==> src/rtl/tl_rr_arbiter.sv <==
`timescale 1ns/1ps
`default_nettype none
// ============================================================================
// Module   : tl_rr_arbiter
// Brief    : Packet-aware N-to-1 round-robin arbiter onto one valid/ready
//            channel; combinational data path, registered arbitration state.
// Revision : 1.0 - initial release
// ============================================================================
module tl_rr_arbiter #(
    parameter int N                = 4,
    parameter int Width            = 32,
    parameter int IdxW             = 3,
    parameter bit OutputZeroIfIdle = 1'b1
) (
    input  logic                 clock,
    input  logic                 reset,
    input  logic                 clr_i,
    input  logic [N-1:0]         req_valid_i,
    output logic [N-1:0]         req_ready_o,
    input  logic [N*Width-1:0]   req_data_i,
    input  logic [N-1:0]         req_last_i,
    output logic                 gnt_valid_o,
    input  logic                 gnt_ready_i,
    output logic [Width-1:0]     gnt_data_o,
    output logic                 gnt_last_o,
    output logic [IdxW-1:0]      gnt_idx_o,
    output logic                 busy_o
);

    localparam logic [IdxW-1:0] c_last_idx = IdxW'(N - 1);

    logic [IdxW-1:0]  r_prio_ptr;
    logic             r_locked;
    logic [IdxW-1:0]  r_lock_idx;

    logic [IdxW-1:0]  w_sel;
    logic             w_found;
    logic             w_active;
    logic             w_sel_valid;
    logic [Width-1:0] w_sel_data;
    logic             w_sel_last;
    logic             w_gnt_valid;
    logic             w_acc;

    // Two-pass search: indices at/above the pointer first, then wrap to the
    // lowest valid index overall.
    always_comb begin
        w_sel   = '0;
        w_found = 1'b0;
        if (r_locked) begin
            w_sel   = r_lock_idx;
            w_found = 1'b1;
        end else begin
            for (int i = 0; i < N; i++) begin
                if (!w_found && req_valid_i[i] && (IdxW'(i) >= r_prio_ptr)) begin
                    w_sel   = IdxW'(i);
                    w_found = 1'b1;
                end
            end
            for (int i = 0; i < N; i++) begin
                if (!w_found && req_valid_i[i]) begin
                    w_sel   = IdxW'(i);
                    w_found = 1'b1;
                end
            end
        end
    end

    always_comb begin
        w_sel_valid = 1'b0;
        w_sel_data  = '0;
        w_sel_last  = 1'b0;
        for (int i = 0; i < N; i++) begin
            if (w_sel == IdxW'(i)) begin
                w_sel_valid = req_valid_i[i];
                w_sel_data  = req_data_i[i*Width +: Width];
                w_sel_last  = req_last_i[i];
            end
        end
    end

    assign w_active    = r_locked | w_found;
    assign w_gnt_valid = w_active & w_sel_valid;
    assign w_acc       = w_gnt_valid & gnt_ready_i;

    assign gnt_valid_o = w_gnt_valid;
    assign gnt_data_o  = (OutputZeroIfIdle && !w_gnt_valid) ? '0 : w_sel_data;
    assign gnt_last_o  = (OutputZeroIfIdle && !w_gnt_valid) ? 1'b0 : w_sel_last;
    assign gnt_idx_o   = w_sel;
    assign busy_o      = r_locked;

    generate
        for (genvar gi = 0; gi < N; gi++) begin : g_ready
            assign req_ready_o[gi] = gnt_ready_i & w_gnt_valid & (w_sel == IdxW'(gi));
        end
    endgenerate

    always_ff @(posedge clock or negedge reset) begin
        if (!reset) begin
            r_prio_ptr <= '0;
            r_locked   <= 1'b0;
            r_lock_idx <= '0;
        end else if (clr_i) begin
            r_prio_ptr <= '0;
            r_locked   <= 1'b0;
            r_lock_idx <= '0;
        end else if (w_acc) begin
            if (w_sel_last) begin
                r_locked   <= 1'b0;
                r_prio_ptr <= (w_sel == c_last_idx) ? '0 : w_sel + IdxW'(1);
            end else begin
                r_locked   <= 1'b1;
                r_lock_idx <= w_sel;
            end
        end
    end

endmodule
`default_nettype wire

==> config.mk <==
export PLATFORM = sky130hd
export DESIGN_NAME = tl_rr_arbiter
export DESIGN_NICKNAME = d
export VERILOG_FILES = /design/src/rtl/tl_rr_arbiter.sv
export SDC_FILE = /design/constraint.sdc
export NUM_CORES = 1
export LEC_CHECK = 0
export ABC_AREA = 1
export BUFFER_PORTS_ARGS = -buffer_cell sky130_fd_sc_hd__buf_2
export CORE_MARGIN = 2
export CORE_UTILIZATION = 34
export DETAILED_ROUTE_END_ITERATION = 10
export PLACE_DENSITY = 0.83
export SLEW_MARGIN = 20
export SYNTH_ARGS = -nofsm -noshare
export SYNTH_HDL_FRONTEND = slang
export SYNTH_SLANG_ARGS = --single-unit
==> constraint.sdc <==
create_clock -name clock -period 2.11 [get_ports clock]
set_input_delay 0.211 -clock clock [delete_from_list [all_inputs] [get_ports clock]]
set_output_delay 0.211 -clock clock [all_outputs]
set_load 0.02 [all_outputs]
=== Yosys cells after proc, flatten, opt, wreduce, memory -nomap -nowiden ===
Cells that the tools add are included.
W data, S select, Z words.

* Bits in registers: 7
* Bits of input ports: 140
* Output and inout bits: 42
* Word-level logic and storage cells: 90

* $add $sub $neg: 1
* Magnitude comparators: 4
* Equal/unequal tests: 4
* Multiplexer cells: 48
* Bitwise gates (word level): 7
* Reductions and logical operators: 23

{| class="wikitable"
|+ Operators by type and width
! cell !! number
|-
| $mux W32 || 5
|-
| $mux W3 || 14
|-
| $mux W1 || 29
|-
| $logic_and A1 B1 Y1 || 11
|-
| $logic_not A1 Y1 || 7
|-
| $and A1 B1 Y1 || 6
|-
| $eq A3 B2 Y1 const B || 2
|-
| $ge A1 B3 Y1 const A || 2
|-
| $ge A2 B3 Y1 const A || 2
|-
| $reduce_and A2 Y1 || 2
|-
| $reduce_bool A2 Y1 || 2
|-
| $add A3 B1 Y3 const B || 1
|-
| $eq A3 B1 Y1 const B || 1
|-
| $logic_not A3 Y1 || 1
|-
| $ne A2 B2 Y1 const B || 1
|-
| $or A1 B1 Y1 || 1
|}

=== Depth between registers and ports, before layout ===
Gate-level depths: netlist of run 1.

* Depth in word-level cells: 44
* Gate-level depth with buffers: 23
* Gate-level depth less buffers: 23

=== Least setup slack after synthesis of run 1 ===
No wires, ideal clock.

* Path kind: register to output
* Start point: register r_prio_ptr[2]
* End point: output gnt_data_o[22]
* Arrival: 2.580 ns
* Data required time: 1.899 ns
* Slack: -0.681 ns
* Cell stages (with the launch flop): 18
* Path buffers: 1
* Cell sequence: dfrtp_1 > nor2_1 > nand2_1 > nand3_1 > nand2_1 > nor2_1 > nand2_1 > nand2_1 > nand2_1 > inv_1 > ha_1 > nand2_4 > o21ai_2 > inv_2 > nand2_2 > nand2_2 > buf_2 > a311oi_1

* Longest elaborated chain between the ends: 42
* Elaborated cells between the ends (all ways): 61
* Those cells by class: 4 x order compare; 3 x eq/ne; 33 x mux; 2 x bitwise; 19 x reduce/logical

{| class="wikitable"
|+ RTL lines
! element !! RTL line !! text
|-
| start: declaration || 32 || <nowiki>logic [IdxW-1:0] r_prio_ptr;</nowiki>
|-
| start signal: assignment || 110 || <nowiki>r_prio_ptr <= (w_sel == c_last_idx) ? '0 : w_sel + IdxW'(1);</nowiki>
|-
| $ge A1 B3 Y1 || 55 || <nowiki>if (!w_found && req_valid_i[i] && (IdxW'(i) >= r_prio_ptr)) begin</nowiki>
|-
| $logic_and A1 B1 Y1 || 55 ||
|-
| $mux W1 || 55 ||
|-
| $mux W1 || 50 || <nowiki>if (r_locked) begin</nowiki>
|-
| $logic_not A1 Y1 || 55 ||
|-
| $logic_and A1 B1 Y1 (2 in a row) || 55 ||
|-
| $mux W1 || 55 ||
|-
| $mux W1 || 50 ||
|-
| [... 23 more ...] || n/a ||
|-
| $logic_and A1 B1 Y1 || 61 || <nowiki>if (!w_found && req_valid_i[i]) begin</nowiki>
|-
| $mux W3 * || 61 ||
|-
| $mux W3 * || 50 ||
|-
| named net gnt_idx_o[0] || 26 || <nowiki>output logic [IdxW-1:0] gnt_idx_o,</nowiki>
|-
| $logic_not A3 Y1 || 74 || <nowiki>if (w_sel == IdxW'(i)) begin</nowiki>
|-
| $mux W1 (4 in a row) || 74 ||
|-
| $and A1 B1 Y1 || 83 || <nowiki>assign w_gnt_valid = w_active & w_sel_valid;</nowiki>
|-
| $mux W32 * || 87 || <nowiki>assign gnt_data_o = (OutputZeroIfIdle && !w_gnt_valid) ? '0 : w_sel_data;</nowiki>
|-
| end: declaration || 24 || <nowiki>output logic [Width-1:0] gnt_data_o,</nowiki>
|}

The timed path passes the listed nets; every way through them passes the cells marked *. The select of a mux whose other input is x is not followed.

=== Final worst setup path of run 1 ===
* Start point: register r_prio_ptr[1]
* End point: output gnt_data_o[11]

* Longest elaborated chain between the ends: 42
* Elaborated cells between the ends (all ways): 61
* Those cells by class: 4 x order compare; 3 x eq/ne; 33 x mux; 2 x bitwise; 19 x reduce/logical

{| class="wikitable"
|+ RTL lines
! element !! RTL line
|-
| $ge A1 B3 Y1 || 55
|-
| $logic_and A1 B1 Y1 || 55
|-
| $mux W1 || 55
|-
| $mux W1 || 50
|-
| $logic_not A1 Y1 || 55
|-
| $logic_and A1 B1 Y1 (2 in a row) || 55
|-
| $mux W1 || 55
|-
| $mux W1 || 50
|-
| [... 22 more ...] || n/a
|-
| $logic_not A1 Y1 || 61
|-
| $logic_and A1 B1 Y1 || 61
|-
| $mux W3 || 61
|-
| $mux W3 || 50
|-
| $logic_not A3 Y1 || 74
|-
| $mux W1 (4 in a row) || 74
|-
| $and A1 B1 Y1 || 83
|-
| $mux W32 * || 87
|}

Mark *: on every way between the ends. The rest lies on a longest branch, timed or not. The select of a mux whose other input is x is not followed.

==> reports/summary.txt, run 1 <==
Final wirelength: 10520 µm
Status: finished with violations
Max FO, Critical Path: 7
Final core utilization: 0.8532
Slew margin rel.: 0.7939
Via density: 5.514
TritonCTS Buffers: 3
Pre-CTS WS: -626.7 ps
Placed Area: 3747 µm²
Clock tree sinks: 7
Max Transition Viols Final: 0
Vias in the first global route: 3295
Total global-route track usage: 0.3034
Setup CP Type: flip-flop to output pin
Setup ws final: -1081 ps
Synthesized instance count: 331
Peak VDD IR: 0.001105 V
# H-tree levels: 1
Mapped cell area: 1854 µm²
Iter 0 DRT Violations: 208
Tmin final: 3191 ps
Grt ovf: 0
Layout filler cell count: 278
Worst r2r src: r_prio_ptr[1]
# DRC: 0
Failing checks: negative setup slack
ANT cells: 0
Leak pwr: 2.103 nW
CTS tree: built
Routed length per instance: 17.10 µm
Nets: 690
Starting density of the core: 0.3585
Post-detail-place hpwl: 6949 µm
Worst EP required: 1900 ps
Die area: 6061 µm²
Clock buffer depth: 2
Post-route cell area: 4413 µm²
FF-to-FF End: r_lock_idx[1]
Final count of negative-setup-slack endpoints: 47
Sequential-to-total area share from yosys stat: 0.09447
Port bufs: 181
WP data arrival: 2980 ps
Endpoint type of the worst setup path: output pin
Syn Nets: 475
GP Congestion: 0.9478
Row count: 26
Largest net degree at the start of global routing: 31
Final ANT Viol Nets: 0
Reg2reg setup slack: -780 ps
FF-to-FF path depth: 24
First-pass GRT wire length: 15140 µm
Ys Warns: 0
Share of layout cells above drive strength 1: 0.6055
Worst slew pin tran: 307.8 ps
Fin Setup TNS: -43610 ps
DR vias: 3391
Clock root cell: clkbuf_8
Num ports: 182
Count of different cell masters after synthesis: 23
Worst-path clk slew: 40 ps
Unrepaired setup endpoints after global routing: true
Area Overhead vs Synth: 138.0%
Syn Area/Cell: 5.602 µm²
Synthesized flop and latch total: 7
Critical path launch point type: flip-flop
Core area: 5172 µm²
Post-route insts no fill: 615
Final Hold Vio Count: 0
Die H: 77.85 µm
Hold/Removal Path Class: input pin to async pin
Pwr/cell area: 1992 nW/µm²
Inst Count DP: 597
Max cap viols: 0
Die W: 77.85 µm
Fmax: 313.4 MHz
Initial antenna violation count: 0
Drt pass-1 iters: 4
Worst-Skew Late Latency: 230 ps
Fin crit share: 1.512
Clock Skews: 3.276 ps
==> worst max path at each step <==
stage	start	to	slack, ps	cells past startpoint
3_3_place_gp	r_prio_ptr[2]	gnt_data_o[9]	-520	18
5_1_grt	r_prio_ptr[1]	gnt_data_o[11]	-1150	18
6_report	r_prio_ptr[1]	gnt_data_o[11]	-1080	18
2_1_floorplan	r_prio_ptr[1]	gnt_data_o[10]	-340	18
4_1_cts	r_prio_ptr[2]	gnt_data_o[11]	-840	18
3_5_place_dp	r_prio_ptr[2]	gnt_data_o[3]	-630	16
==> worst max-delay path, stage by stage (launching register included) <==
cell and delay (ps):
dfrtp_2 450, nand2_2 110, nand2_2 120, nand2_4 80
nor2_4 130, nand4_1 160, nand2_1 150, nand2_2 100
nand2_4 110, inv_4 60, buf_6 110, ha_4 150
nand2_4 90, nand3_2 110, nand2_4 120, nand2_8 100
buf_12 170, a311oi_4 270, buf_6 160
==> power breakdown <==
group | total (mW) | internal, mW | switching [mW]
combinational | 8.40 | 3.93 | 4.48
sequential | 0.205 | 0.168 | 0.0369
clock | 0.184 | 0.130 | 0.0534
total | 8.79 | 4.22 | 4.57
==> cell families after synthesis <==
| kind of cell | after synthesis | share of synthesized area |
|---|---|---|
| and+or+nand+nor | 138 | 0.3131 |
| AOI/OAI and AO/OA | 103 | 0.3920 |
| buffers and inverters | 79 | 0.1734 |
| DFF | 7 | 0.09447 |
| adders and majority gates | 4 | 0.02699 |
==> stage by stage <==
stage               power (mW)  hold WS [ps]
floorplan                5.023        -84.59
global placement         6.704         45.68
detailed placement       6.838         48.62
CTS                      8.149         347.8
global route             9.241         372.0
finish                   8.792         355.1
==> final cells by class <==
cell class / count / area, µm² / share of cell area
Tap cell: 70 / 87.58 / 0.01985
Clock buffer: 4 / 45.04 / 0.01021
Timing Repair Buffer: 236 / 1719 / 0.3896
Inverter: 53 / 211.5 / 0.04792
Multi-Input combinational cell: 245 / 2172 / 0.4922
Sequential cell: 7 / 177.7 / 0.04026
==> synth_stat cells <==
cell / instances / area share
or2_2: 1 / 0.0034
o21ai_2: 1 / 0.0047
nor2_1: 44 / 0.089
o211ai_1: 32 / 0.13
nor2_2: 1 / 0.0034
nand2_4: 3 / 0.018
a21oi_1: 3 / 0.0081
nand3_2: 1 / 0.0054
a311oi_1: 32 / 0.15
nand3_1: 11 / 0.030
clkbuf_1: 8 / 0.016
buf_4: 1 / 0.0041
buf_2: 17 / 0.046
nand4_1: 3 / 0.010
a21boi_0: 1 / 0.0041
inv_2: 2 / 0.0041
nand2_2: 3 / 0.010
o21bai_1: 2 / 0.0081
ha_1: 4 / 0.027
o21ai_0: 32 / 0.086
dfrtp_1: 7 / 0.094
nand2_1: 71 / 0.14
inv_1: 51 / 0.10
==> layout by cell type, fill, tap and decap left out, types with 3 or more instances in the layout <==
cell and n:
o211ai_1 32, clkbuf_8 3, dfrtp_1 5, inv_1 45, buf_2 142, buf_12 9
nor2_1 33, o21ai_1 5, buf_4 43, nand2_1 53, a311oi_2 3, o21ai_0 27
nand3_2 3, ha_4 4, nand2_2 11, buf_6 38, nor2_4 10, nand2_4 12
nand4_1 3, nand3_1 7, inv_2 5, a311oi_4 29
==> state kept, by name, summed over array words and instances, names as in the netlist <==
name,count
r_prio_ptr,3
busy_o,1
r_lock_idx,3
==> layer usage <==
layer	vias to the layer above	GRT usage	routed length, µm
met1	1576	0.3303	3645
met5	-	0	0
met2	192	0.6052	5837
met4	0	0.08214	402
met3	44	0.03488	631
li1	1579	-	-
==> repair_timing <==
action / in CTS / in global routing
gates cloned: 1 / 1
hold buffers: 1 / 0
pin swaps: 19 / 17
hold endpoints to repair: 7 / 0
setup endpoints to repair: 45 / 47
resized for setup: 86 / 58
buffers inserted: 7 / 5
Power figures use the tool's default switching activity.
==> run 2, diff against run 1 <==
--- a/config.mk
+++ b/config.mk
@@ -7,8 +7,9 @@
 export LEC_CHECK = 0
 export ABC_AREA = 1
 export BUFFER_PORTS_ARGS = -buffer_cell sky130_fd_sc_hd__buf_2
-export CORE_MARGIN = 2
+export CORE_MARGIN = 3
 export CORE_UTILIZATION = 34
+export CTS_BUF_LIST = sky130_fd_sc_hd__clkbuf_8
 export DETAILED_ROUTE_END_ITERATION = 10
 export PLACE_DENSITY = 0.83
 export SLEW_MARGIN = 20
==> run 2 against run 1 <==
Net effect:
- the flow still finishes with violations (negative setup slack)
- critical path type unchanged
- highest routed layer unchanged
- critical endpoint is now gnt_data_o[8]
- maximum frequency grew 3.4%
- via count grew 2.5%
- sequential power down 5%
- clock-buffer cell count shrank 1
- first-iteration DRC count fell by 30%
==> reports/summary.txt, run 2 (synthesized netlist as in run 1, its figures left out) <==
Die H: 79.85 µm
Vias in the first global route: 3212
Num ports: 182
Area Overhead vs Synth: 144.5%
Worst r2r src: r_prio_ptr[2]
Pre-CTS WS: -609.6 ps
Die W: 79.85 µm
Largest net degree at the start of global routing: 43
Initial antenna violation count: 0
Post-route insts no fill: 627
Clock Skews: 10.56 ps
Clock root cell: clkbuf_8
First-pass GRT wire length: 14700 µm
Final wirelength: 11300 µm
Setup ws final: -975.6 ps
Peak VDD IR: 0.001347 V
Final count of negative-setup-slack endpoints: 45
Core area: 5205 µm²
# H-tree levels: 1
Die area: 6376 µm²
Total global-route track usage: 0.2897
ANT cells: 0
Final core utilization: 0.8709
Endpoint type of the worst setup path: output pin
Unrepaired setup endpoints after global routing: true
TritonCTS Buffers: 3
Most common cell after layout, fill and taps aside: buf_2
GP Congestion: 0.8566
Fin crit share: 1.462
Final Hold Vio Count: 0
Max FO, Critical Path: 5
Grt ovf: 0
Leak pwr: 2.184 nW
Status: finished with violations
Worst-Skew Late Latency: 240 ps
Nets: 702
Routed length per instance: 18.02 µm
Iter 0 DRT Violations: 145
Worst slew pin tran: 310.0 ps
Slew margin rel.: 0.7924
Fmax: 324.1 MHz
Fin Setup TNS: -39120 ps
FF-to-FF path depth: 22
Commonest non-fill, non-tap cells in the layout: buf_2 (143), nand2_1 (58), inv_1 (46), buf_6 (46), buf_4 (42)
Worst EP required: 1900 ps
Worst-path clk slew: 50 ps
Hold/Removal Path Class: input pin to async pin
Tmin final: 3086 ps
Total power draw: 9.355 mW
# DRC: 0
Clock tree sinks: 7
Max cap viols: 0
DR vias: 3477
Clock buffer depth: 2
Inst Count DP: 591
Setup crit start: r_prio_ptr[2]
Max Transition Viols Final: 0
Row count: 26
Failing checks: negative setup slack
Setup CP Type: flip-flop to output pin
Post-detail-place hpwl: 7180 µm
Critical path launch point type: flip-flop
Pwr/cell area: 2064 nW/µm²
WP data arrival: 2870 ps
Drt pass-1 iters: 4
Via density: 5.545
Starting density of the core: 0.3562
CTS tree: built
Share of layout cells above drive strength 1: 0.5996
Final ANT Viol Nets: 0
Port bufs: 181
run 2: cell count changes in the layout (fill, tap and decap cells not counted), sizes merged:
cell  previous run  this run
buf            234       245
inv             53        54
run 2: metal layers:
layer | global-route usage | up-vias | wire [µm]
met5 | 0 | - | 0
met4 | 0.09122 | 0 | 390
met3 | 0.06433 | 35 | 1094
met2 | 0.5651 | 212 | 6068
met1 | 0.3026 | 1632 | 3743
li1 | - | 1598 | -
run 2: worst max-delay path, cell delays in order (launching register included):
cell,delay [ps]
dfrtp_2,450
inv_2,80
nand2_2,50
o21bai_1,170
nor2_2,70
nand4_1,110
nand2_1,90
nand2_2,100
nand2_4,90
inv_4,90
ha_4,140
nand2_4,60
o21ai_2,170
inv_2,50
nand2_2,100
nand2_4,110
buf_12,160
buf_16,140
a311oi_4,220
buf_6,160
run 2: per-stage QoR:
step,hold slack [ps],cell area [µm²]
floorplan,-84.59,2519
global placement,43.98,3677
detailed placement,46.40,3677
CTS,349.2,4290
global route,363.0,4533
finish,339.0,4533
run 2: layout make-up:
type | instances | area, µm²
Multi-Input combinational cell | 245 | 2083
Timing Repair Buffer | 248 | 1927
Fill cell | 291 | 671.9
Inverter | 53 | 214.0
Sequential cell | 7 | 176.4
Tap cell | 70 | 87.58
Clock buffer | 3 | 41.29
Clock inverter | 1 | 3.754
run 2: path summary, 6_finish.rpt:
path | end | slack [ps]
worst max-delay path | gnt_data_o[8] | -980
worst min-delay path | r_prio_ptr[1] | 340
worst max register to register | r_prio_ptr[0] | -830
worst min register to register | r_lock_idx[1] | 530
max in group asynchronous | r_prio_ptr[2] | 1590
min in group clock | r_prio_ptr[2] | 380
run 2: what timing repair did:
action | CTS | global route
buffers inserted | 13 | 12
gates cloned | 5 | 2
hold buffers | 1 | 0
pin swaps | 11 | 7
setup endpoints to repair | 45 | 46
resized for setup | 108 | 37
hold endpoints to repair | 7 | 0
run 2: power breakdown:
part / switching, mW / internal, mW / total, mW
combinational: 4.64 / 4.33 / 8.97
clock: 0.0657 / 0.126 / 0.192
sequential: 0.0286 / 0.166 / 0.195
